<file path="config.mk">
export PLATFORM = sky130hd
export DESIGN_NAME = ssf_reg_ctrl_flat
export DESIGN_NICKNAME = d
export VERILOG_FILES = /design/src/rtl/ssf_reg_ctrl_if.sv /design/src/rtl/ssf_reg_ctrl.sv /design/src/flat_wrapper.sv
export SDC_FILE = /design/constraint.sdc
export NUM_CORES = 1
export LEC_CHECK = 0
export CAP_MARGIN = 20
export CELL_PAD_IN_SITES_DETAIL_PLACEMENT = 0
export CELL_PAD_IN_SITES_GLOBAL_PLACEMENT = 2
export CORE_MARGIN = 2
export CORE_UTILIZATION = 32
export DETAILED_ROUTE_END_ITERATION = 6
export GPL_TIMING_DRIVEN = 0
export HOLD_SLACK_MARGIN = 0.12
export PLACE_DENSITY = 0.89
export SLEW_MARGIN = 15
export SYNTH_ARGS = -nofsm -noshare
export SYNTH_HDL_FRONTEND = slang
export SYNTH_SLANG_ARGS = --single-unit
</file>
<file path="constraint.sdc">
create_clock -name clk -period 2.1 [get_ports clk]
set_clock_uncertainty 0.15 [all_clocks]
set_input_delay 0.42 -clock clk [delete_from_list [all_inputs] [get_ports clk]]
set_output_delay 0.42 -clock clk [all_outputs]
set_load 0.01 [all_outputs]
</file>
<file path="src/rtl/ssf_reg_ctrl_if.sv">
// Cartridge write bus and register/SRAM control outputs of ssf_reg_ctrl.
// The bus is asynchronous to core logic; the controller resynchronizes the strobes internally.
interface ssf_reg_ctrl_if;
    logic [23:1] cart_address;
    logic [15:0] cart_data_in;
    logic        cas0;
    logic        ce_0;
    logic        lwr;
    logic        tme;
    logic        sram_enabled;
    logic        sram_writable;
    logic [41:0] bank_flat;
    logic        sram_we;
    logic        write_ack;
    logic        busy;

    modport master (
        output cart_address, cart_data_in, cas0, ce_0, lwr, tme,
        input  sram_enabled, sram_writable, bank_flat, sram_we, write_ack, busy
    );

    modport slave (
        input  cart_address, cart_data_in, cas0, ce_0, lwr, tme,
        output sram_enabled, sram_writable, bank_flat, sram_we, write_ack, busy
    );
endinterface

</file>
<file path="src/rtl/ssf_reg_ctrl.sv">
// Mapper register / SRAM write controller: write_ack SYNC_STAGES+3 cycles after lwr falls (register), SYNC_STAGES+2+WE_CYCLES (SRAM).
// No backpressure: lwr falls seen outside IDLE are dropped, and lwr pulses under SYNC_STAGES+1 cycles never write.
module ssf_reg_ctrl #(
    parameter int SYNC_STAGES = 2,
    parameter int WE_CYCLES   = 3
) (
    input  logic          clk,
    input  logic          vres,
    ssf_reg_ctrl_if.slave bus
);

    typedef enum logic [2:0] {
        IDLE,
        DECODE,
        REG_WR,
        SRAM_WR,
        WAIT_REL
    } state_t;

    localparam logic [3:0]      WE_LAST   = 4'(WE_CYCLES - 1);
    localparam logic [7:1][5:0] BANK_RST  = {6'd7, 6'd6, 6'd5, 6'd4, 6'd3, 6'd2, 6'd1};

    state_t                 state_q, state_d;
    logic [3:0]             we_cnt_q, we_cnt_d;
    logic [SYNC_STAGES-1:0] lwr_sync_q, lwr_sync_d;
    logic [SYNC_STAGES-1:0] tme_sync_q, tme_sync_d;
    logic [SYNC_STAGES-1:0] cas0_sync_q, cas0_sync_d;
    logic [SYNC_STAGES-1:0] ce0_sync_q, ce0_sync_d;
    logic                   lwr_prev_q, lwr_prev_d;
    logic [23:1]            addr_q, addr_d;
    logic [15:0]            data_q, data_d;
    logic                   tme_cap_q, tme_cap_d;
    logic                   cas0_cap_q, cas0_cap_d;
    logic                   ce0_cap_q, ce0_cap_d;
    logic                   sram_enabled_q, sram_enabled_d;
    logic                   sram_writable_q, sram_writable_d;
    logic [7:1][5:0]        bank_q, bank_d;
    logic                   sram_we_q, sram_we_d;
    logic                   write_ack_q, write_ack_d;
    logic                   busy_q, busy_d;

    logic lwr_s;
    logic detect;
    logic reg_hit;
    logic sram_hit;

    // Address/data bits the decode never looks at.
    logic unused_bits;
    assign unused_bits = ^{addr_q[23:22], addr_q[20:9], data_q[15:6]};

    always_comb begin
        lwr_sync_d  = {lwr_sync_q[SYNC_STAGES-2:0], bus.lwr};
        tme_sync_d  = {tme_sync_q[SYNC_STAGES-2:0], bus.tme};
        cas0_sync_d = {cas0_sync_q[SYNC_STAGES-2:0], bus.cas0};
        ce0_sync_d  = {ce0_sync_q[SYNC_STAGES-2:0], bus.ce_0};
        lwr_s       = lwr_sync_q[SYNC_STAGES-1];
        lwr_prev_d  = lwr_s;
        // Whole chain low: a pulse shorter than the chain never produces an edge.
        detect      = lwr_prev_q && (lwr_sync_q == '0);

        reg_hit  = !tme_cap_q && cas0_cap_q && ce0_cap_q && (addr_q[8:4] == 5'b01111);
        sram_hit = !ce0_cap_q && addr_q[21] && sram_enabled_q && sram_writable_q;

        state_d         = state_q;
        we_cnt_d        = we_cnt_q;
        addr_d          = addr_q;
        data_d          = data_q;
        tme_cap_d       = tme_cap_q;
        cas0_cap_d      = cas0_cap_q;
        ce0_cap_d       = ce0_cap_q;
        sram_enabled_d  = sram_enabled_q;
        sram_writable_d = sram_writable_q;
        bank_d          = bank_q;

        case (state_q)
            IDLE: begin
                if (detect) begin
                    addr_d     = bus.cart_address;
                    data_d     = bus.cart_data_in;
                    tme_cap_d  = tme_sync_q[SYNC_STAGES-1];
                    cas0_cap_d = cas0_sync_q[SYNC_STAGES-1];
                    ce0_cap_d  = ce0_sync_q[SYNC_STAGES-1];
                    state_d    = DECODE;
                end
            end
            DECODE: begin
                // lwr already back high here means the pulse was one cycle too short.
                if (lwr_sync_q[0]) begin
                    state_d = WAIT_REL;
                end else if (reg_hit) begin
                    state_d = REG_WR;
                end else if (sram_hit) begin
                    state_d  = SRAM_WR;
                    we_cnt_d = 4'd0;
                end else begin
                    state_d = WAIT_REL;
                end
            end
            REG_WR: begin
                if (addr_q[3:1] == 3'd0) begin
                    sram_enabled_d  = data_q[0];
                    sram_writable_d = data_q[1];
                end else begin
                    bank_d[addr_q[3:1]] = data_q[5:0];
                end
                state_d = WAIT_REL;
            end
            SRAM_WR: begin
                if (we_cnt_q == WE_LAST) begin
                    state_d = WAIT_REL;
                end else begin
                    we_cnt_d = we_cnt_q + 4'd1;
                end
            end
            WAIT_REL: begin
                if (lwr_s) begin
                    state_d = IDLE;
                end
            end
            default: state_d = IDLE;
        endcase

        // Outputs registered from the next state so they line up with the state they describe.
        sram_we_d   = (state_d != SRAM_WR);
        write_ack_d = (state_d == REG_WR) || ((state_d == SRAM_WR) && (we_cnt_d == WE_LAST));
        busy_d      = (state_d != IDLE);
    end

    always_ff @(posedge clk or negedge vres) begin
        if (!vres) begin
            state_q         <= IDLE;
            we_cnt_q        <= 4'd0;
            lwr_sync_q      <= '1;
            tme_sync_q      <= '1;
            cas0_sync_q     <= '1;
            ce0_sync_q      <= '1;
            lwr_prev_q      <= 1'b1;
            addr_q          <= '0;
            data_q          <= '0;
            tme_cap_q       <= 1'b1;
            cas0_cap_q      <= 1'b1;
            ce0_cap_q       <= 1'b1;
            sram_enabled_q  <= 1'b0;
            sram_writable_q <= 1'b0;
            bank_q          <= BANK_RST;
            sram_we_q       <= 1'b1;
            write_ack_q     <= 1'b0;
            busy_q          <= 1'b0;
        end else begin
            state_q         <= state_d;
            we_cnt_q        <= we_cnt_d;
            lwr_sync_q      <= lwr_sync_d;
            tme_sync_q      <= tme_sync_d;
            cas0_sync_q     <= cas0_sync_d;
            ce0_sync_q      <= ce0_sync_d;
            lwr_prev_q      <= lwr_prev_d;
            addr_q          <= addr_d;
            data_q          <= data_d;
            tme_cap_q       <= tme_cap_d;
            cas0_cap_q      <= cas0_cap_d;
            ce0_cap_q       <= ce0_cap_d;
            sram_enabled_q  <= sram_enabled_d;
            sram_writable_q <= sram_writable_d;
            bank_q          <= bank_d;
            sram_we_q       <= sram_we_d;
            write_ack_q     <= write_ack_d;
            busy_q          <= busy_d;
        end
    end

    assign bus.sram_enabled  = sram_enabled_q;
    assign bus.sram_writable = sram_writable_q;
    assign bus.bank_flat     = bank_q;
    assign bus.sram_we       = sram_we_q;
    assign bus.write_ack     = write_ack_q;
    assign bus.busy          = busy_q;

endmodule

</file>
<file path="src/flat_wrapper.sv">
// flat-port wrapper written by rule: the top's interface ports become plain ports
module ssf_reg_ctrl_flat 
#(
    parameter int SYNC_STAGES = 2,
    parameter int WE_CYCLES   = 3
)
  (clk, vres, bus_cart_address, bus_cart_data_in, bus_cas0, bus_ce_0, bus_lwr, bus_tme, bus_sram_enabled, bus_sram_writable, bus_bank_flat, bus_sram_we, bus_write_ack, bus_busy);
  ssf_reg_ctrl_if bus_i ();
  input  logic clk;
  input  logic vres;
  input wire logic [$bits(bus_i.cart_address)-1:0] bus_cart_address;
  input wire logic [$bits(bus_i.cart_data_in)-1:0] bus_cart_data_in;
  input wire logic [$bits(bus_i.cas0)-1:0] bus_cas0;
  input wire logic [$bits(bus_i.ce_0)-1:0] bus_ce_0;
  input wire logic [$bits(bus_i.lwr)-1:0] bus_lwr;
  input wire logic [$bits(bus_i.tme)-1:0] bus_tme;
  output wire logic [$bits(bus_i.sram_enabled)-1:0] bus_sram_enabled;
  output wire logic [$bits(bus_i.sram_writable)-1:0] bus_sram_writable;
  output wire logic [$bits(bus_i.bank_flat)-1:0] bus_bank_flat;
  output wire logic [$bits(bus_i.sram_we)-1:0] bus_sram_we;
  output wire logic [$bits(bus_i.write_ack)-1:0] bus_write_ack;
  output wire logic [$bits(bus_i.busy)-1:0] bus_busy;
  assign bus_i.cart_address = bus_cart_address;
  assign bus_i.cart_data_in = bus_cart_data_in;
  assign bus_i.cas0 = bus_cas0;
  assign bus_i.ce_0 = bus_ce_0;
  assign bus_i.lwr = bus_lwr;
  assign bus_i.tme = bus_tme;
  assign bus_sram_enabled = bus_i.sram_enabled;
  assign bus_sram_writable = bus_i.sram_writable;
  assign bus_bank_flat = bus_i.bank_flat;
  assign bus_sram_we = bus_i.sram_we;
  assign bus_write_ack = bus_i.write_ack;
  assign bus_busy = bus_i.busy;
  ssf_reg_ctrl #(.SYNC_STAGES(SYNC_STAGES), .WE_CYCLES(WE_CYCLES)) u_core (.clk(clk), .vres(vres), .bus(bus_i));
endmodule
</file>
==> flow_summary.toml, run 1 <==
[run_status]
status = "completed"

[clocking]
tritoncts = "built"
clkTransAtPathRegs_ps = 80
cts.sinks = 81
clockBufferDepth = 2
worstSkewPairLatency_ps = 330
htreeDepth = 3
cts_setup_buffers = 0
clockRootBuffer = "clkbuf_8"
cts_buffers = 9

[grt]
grt_overflow = 0
grt_pass1_vias = 2077
grt_antenna_before_repair = 0
grt_pass1_wl_mm = 10.91
gr-usage-all-layers = 0.1272
grt_max_degree = 49

[worst_setup_path]
crit_path_top_delay_cell = "clkdlybuf4s50_1"
crit_family = "buffers and inverters"
max_stage_delay_ps = 550
crit_start = "u_core.bus.bank_flat[37]"
startpoint_type = "register"
cp_cell_sequence = "clkdlybuf4s50_1"
crit_buf_inv = 1
end_kind = "primary output"
crit_required_ps = 1530
cp.arrival_ps = 1420
crit_fanout = 2
reg2reg_from = "u_core.we_cnt_q[0]"
crit_type = "register to primary output"

[final_layout]
nNetsFinal = 335
stdcell_count = 426
final_cell_mix = "66 x clkdlybuf4s50_1, 62 x mux2_2, 56 x dfrtp_1, 25 x dfstp_2, 10 x nand2_1"
syn_to_final_growth_pct = 34.19
final_core_util = 0.4421
diodes = 0
drive_above_1_share = 0.4061
stdcell_area_um2 = 4322
final_common_cell = "clkdlybuf4s50_1"

[yosys]
synthesis.area_um2 = 3221
ys_seq_area_frac = 0.6391
synth_ff_type = "dfrtp_1"
postSynth.asyncResetShare = 1.000
yosysUniqueCellTypes = 38
syn_nets = 255
ys_warn_count = 0
synthCells = 208
synth_area_per_cell_um2 = 15.48
synth-edff-count = 0
ys_ff_latch = 81

[pwr]
p_per_area_nw_per_um2 = 755.8
power_leakage_uw = 0.001872
ir_drop_mv = 0.4059
power.total_uw = 3266

[die]
rows = 36
initial_utilization = 0.3295
dieWidth_um = 104.3
core_um2 = 9774
ioPinCount = 92
die-area_um2 = 10880
die-height_um = 104.3

[sta]
setup_viol = 0
tightest_slew_ps = 461.1
post-route-period-util = 0.9466
report.final.slew_viol_count = 0
post-route-min-period_ps = 1988
clock.fmax_mhz = 503.0
maxSlewHeadroom = 0.6926
hold_viol_final = 0
rsz0062_at_grt = "true"

[routing]
drtIter0Drc = 74
detail_route.wl_per_cell_um = 15.19
totalWireLength_mm = 6.473
dr.pass1.iters = 4
via_count = 1944
vias_per_cell = 4.563
remaining_drc_errors = 0
ant_nets = 0

[hold_path]
worstHoldStart = "u_core.tme_sync_q[0]"
hp-class = "register to register"

[placed_design]
placed_area_um2 = 4083
place_inst = 409
port_buffers = 67
place.gp.congestion = 0.7244
hpwl_mm = 4.581

[job]
cap_viol_max_count = 0
-- registers in the layout, indices dropped and copies added (netlist names), 2 cells and up --
name	count
u_core.tme_sync_q	2
u_core.bus.bank_flat	42
u_core.data_q	6
u_core.lwr_sync_q	2
u_core.ce0_sync_q	2
u_core.cas0_sync_q	2
u_core.state_q	3
u_core.addr_q	9
u_core.we_cnt_q	4
-- path summary, 6_finish.rpt --
kind                                       endpoint  slack [ps]  cells after the start
setup / recovery                  bus_bank_flat[37]         110                      1
hold / removal                 u_core.tme_sync_q[1]         210                      0
setup reg to reg               u_core.bus.write_ack         140                      7
hold reg to reg                u_core.tme_sync_q[1]         210                      0
max in group asynchronous      u_core.ce0_sync_q[0]         710                      3
min in group asynchronous  u_core.bus.bank_flat[28]         440                      2
-- stage by stage --
stage / TNS (ps) / worst slack (ps) / hold slack (ps)
after global routing: -29.49 / -15.28 / 209.1
after detailed placement: 0 / 119.7 / 196.8
after floorplan: 0 / 305.4 / -25.59
after global placement: -164450 / -2320 / 196.4
after CTS: 0 / 85.29 / 208.1
final: 0 / 112.1 / 207.4
-- cell families after synthesis --
group / synth area share
flops: 0.6391
buf+inv: 0.01515
simple gates: 0.08081
mux: 0.2261
compound gates: 0.03109
fa+ha+maj: 0.007769
-- Yosys cell counts (2+ instances only) --
library cell / number / share of area
a21oi_1: 2 / 0.0031
a31o_2: 2 / 0.0054
and3_1: 3 / 0.0058
buf_2: 3 / 0.0047
dfrtp_1: 56 / 0.44
dfstp_2: 25 / 0.20
ha_1: 2 / 0.0078
inv_1: 3 / 0.0035
mux2_2: 62 / 0.22
mux2i_1: 3 / 0.0093
nand2_1: 10 / 0.012
nand2b_1: 2 / 0.0039
nand3b_1: 3 / 0.0070
nand4bb_1: 2 / 0.0070
nor2_1: 5 / 0.0058
nor2b_1: 3 / 0.0058
-- metal layers --
metal	share of wire	vias to the layer above	GRT usage	wire length, µm
met5	0	-	0	0
met4	0.011	0	0.03475	73
met3	0.038	8	0.03697	247
met2	0.49	38	0.2040	3182
met1	0.46	998	0.1681	2971
li1	-	900	-	-
-- where the power goes --
group | switching (µW) | total, µW | internal (µW)
combinational | 91.8 | 232 | 140
sequential | 125 | 1800 | 1680
clock | 556 | 1230 | 674
total | 773 | 3270 | 2490
-- layout make-up --
| class | instances | area, µm² |
|---|---|---|
| plain buffers | 6 | 38.79 |
| fillers | 887 | 5453 |
| well taps | 133 | 166.4 |
| clock inverters | 6 | 91.34 |
| repair buffers | 69 | 705.7 |
| multi-input cells | 118 | 1122 |
| inverters | 3 | 11.26 |
| flip-flops and latches | 81 | 2058 |
| clock buffers | 10 | 127.6 |
-- what timing repair did --
item                       4_1_cts  5_1_grt
hold endpoints to repair        25        0
hold buffers                     1        0
resized for setup                0        4
setup endpoints to repair        0        8
Note: power is estimated with default switching activity, not from simulation.
==> run 2, diff against run 1 <==
--- a/config.mk
+++ b/config.mk
@@ -11,6 +11,7 @@
 export CORE_MARGIN = 2
 export CORE_UTILIZATION = 32
 export DETAILED_ROUTE_END_ITERATION = 6
+export GPL_ROUTABILITY_DRIVEN = 1
 export GPL_TIMING_DRIVEN = 0
 export HOLD_SLACK_MARGIN = 0.12
 export PLACE_DENSITY = 0.89
==> results of run 2 <==
Final layout, timing and power as in run 1 (identical DEF).
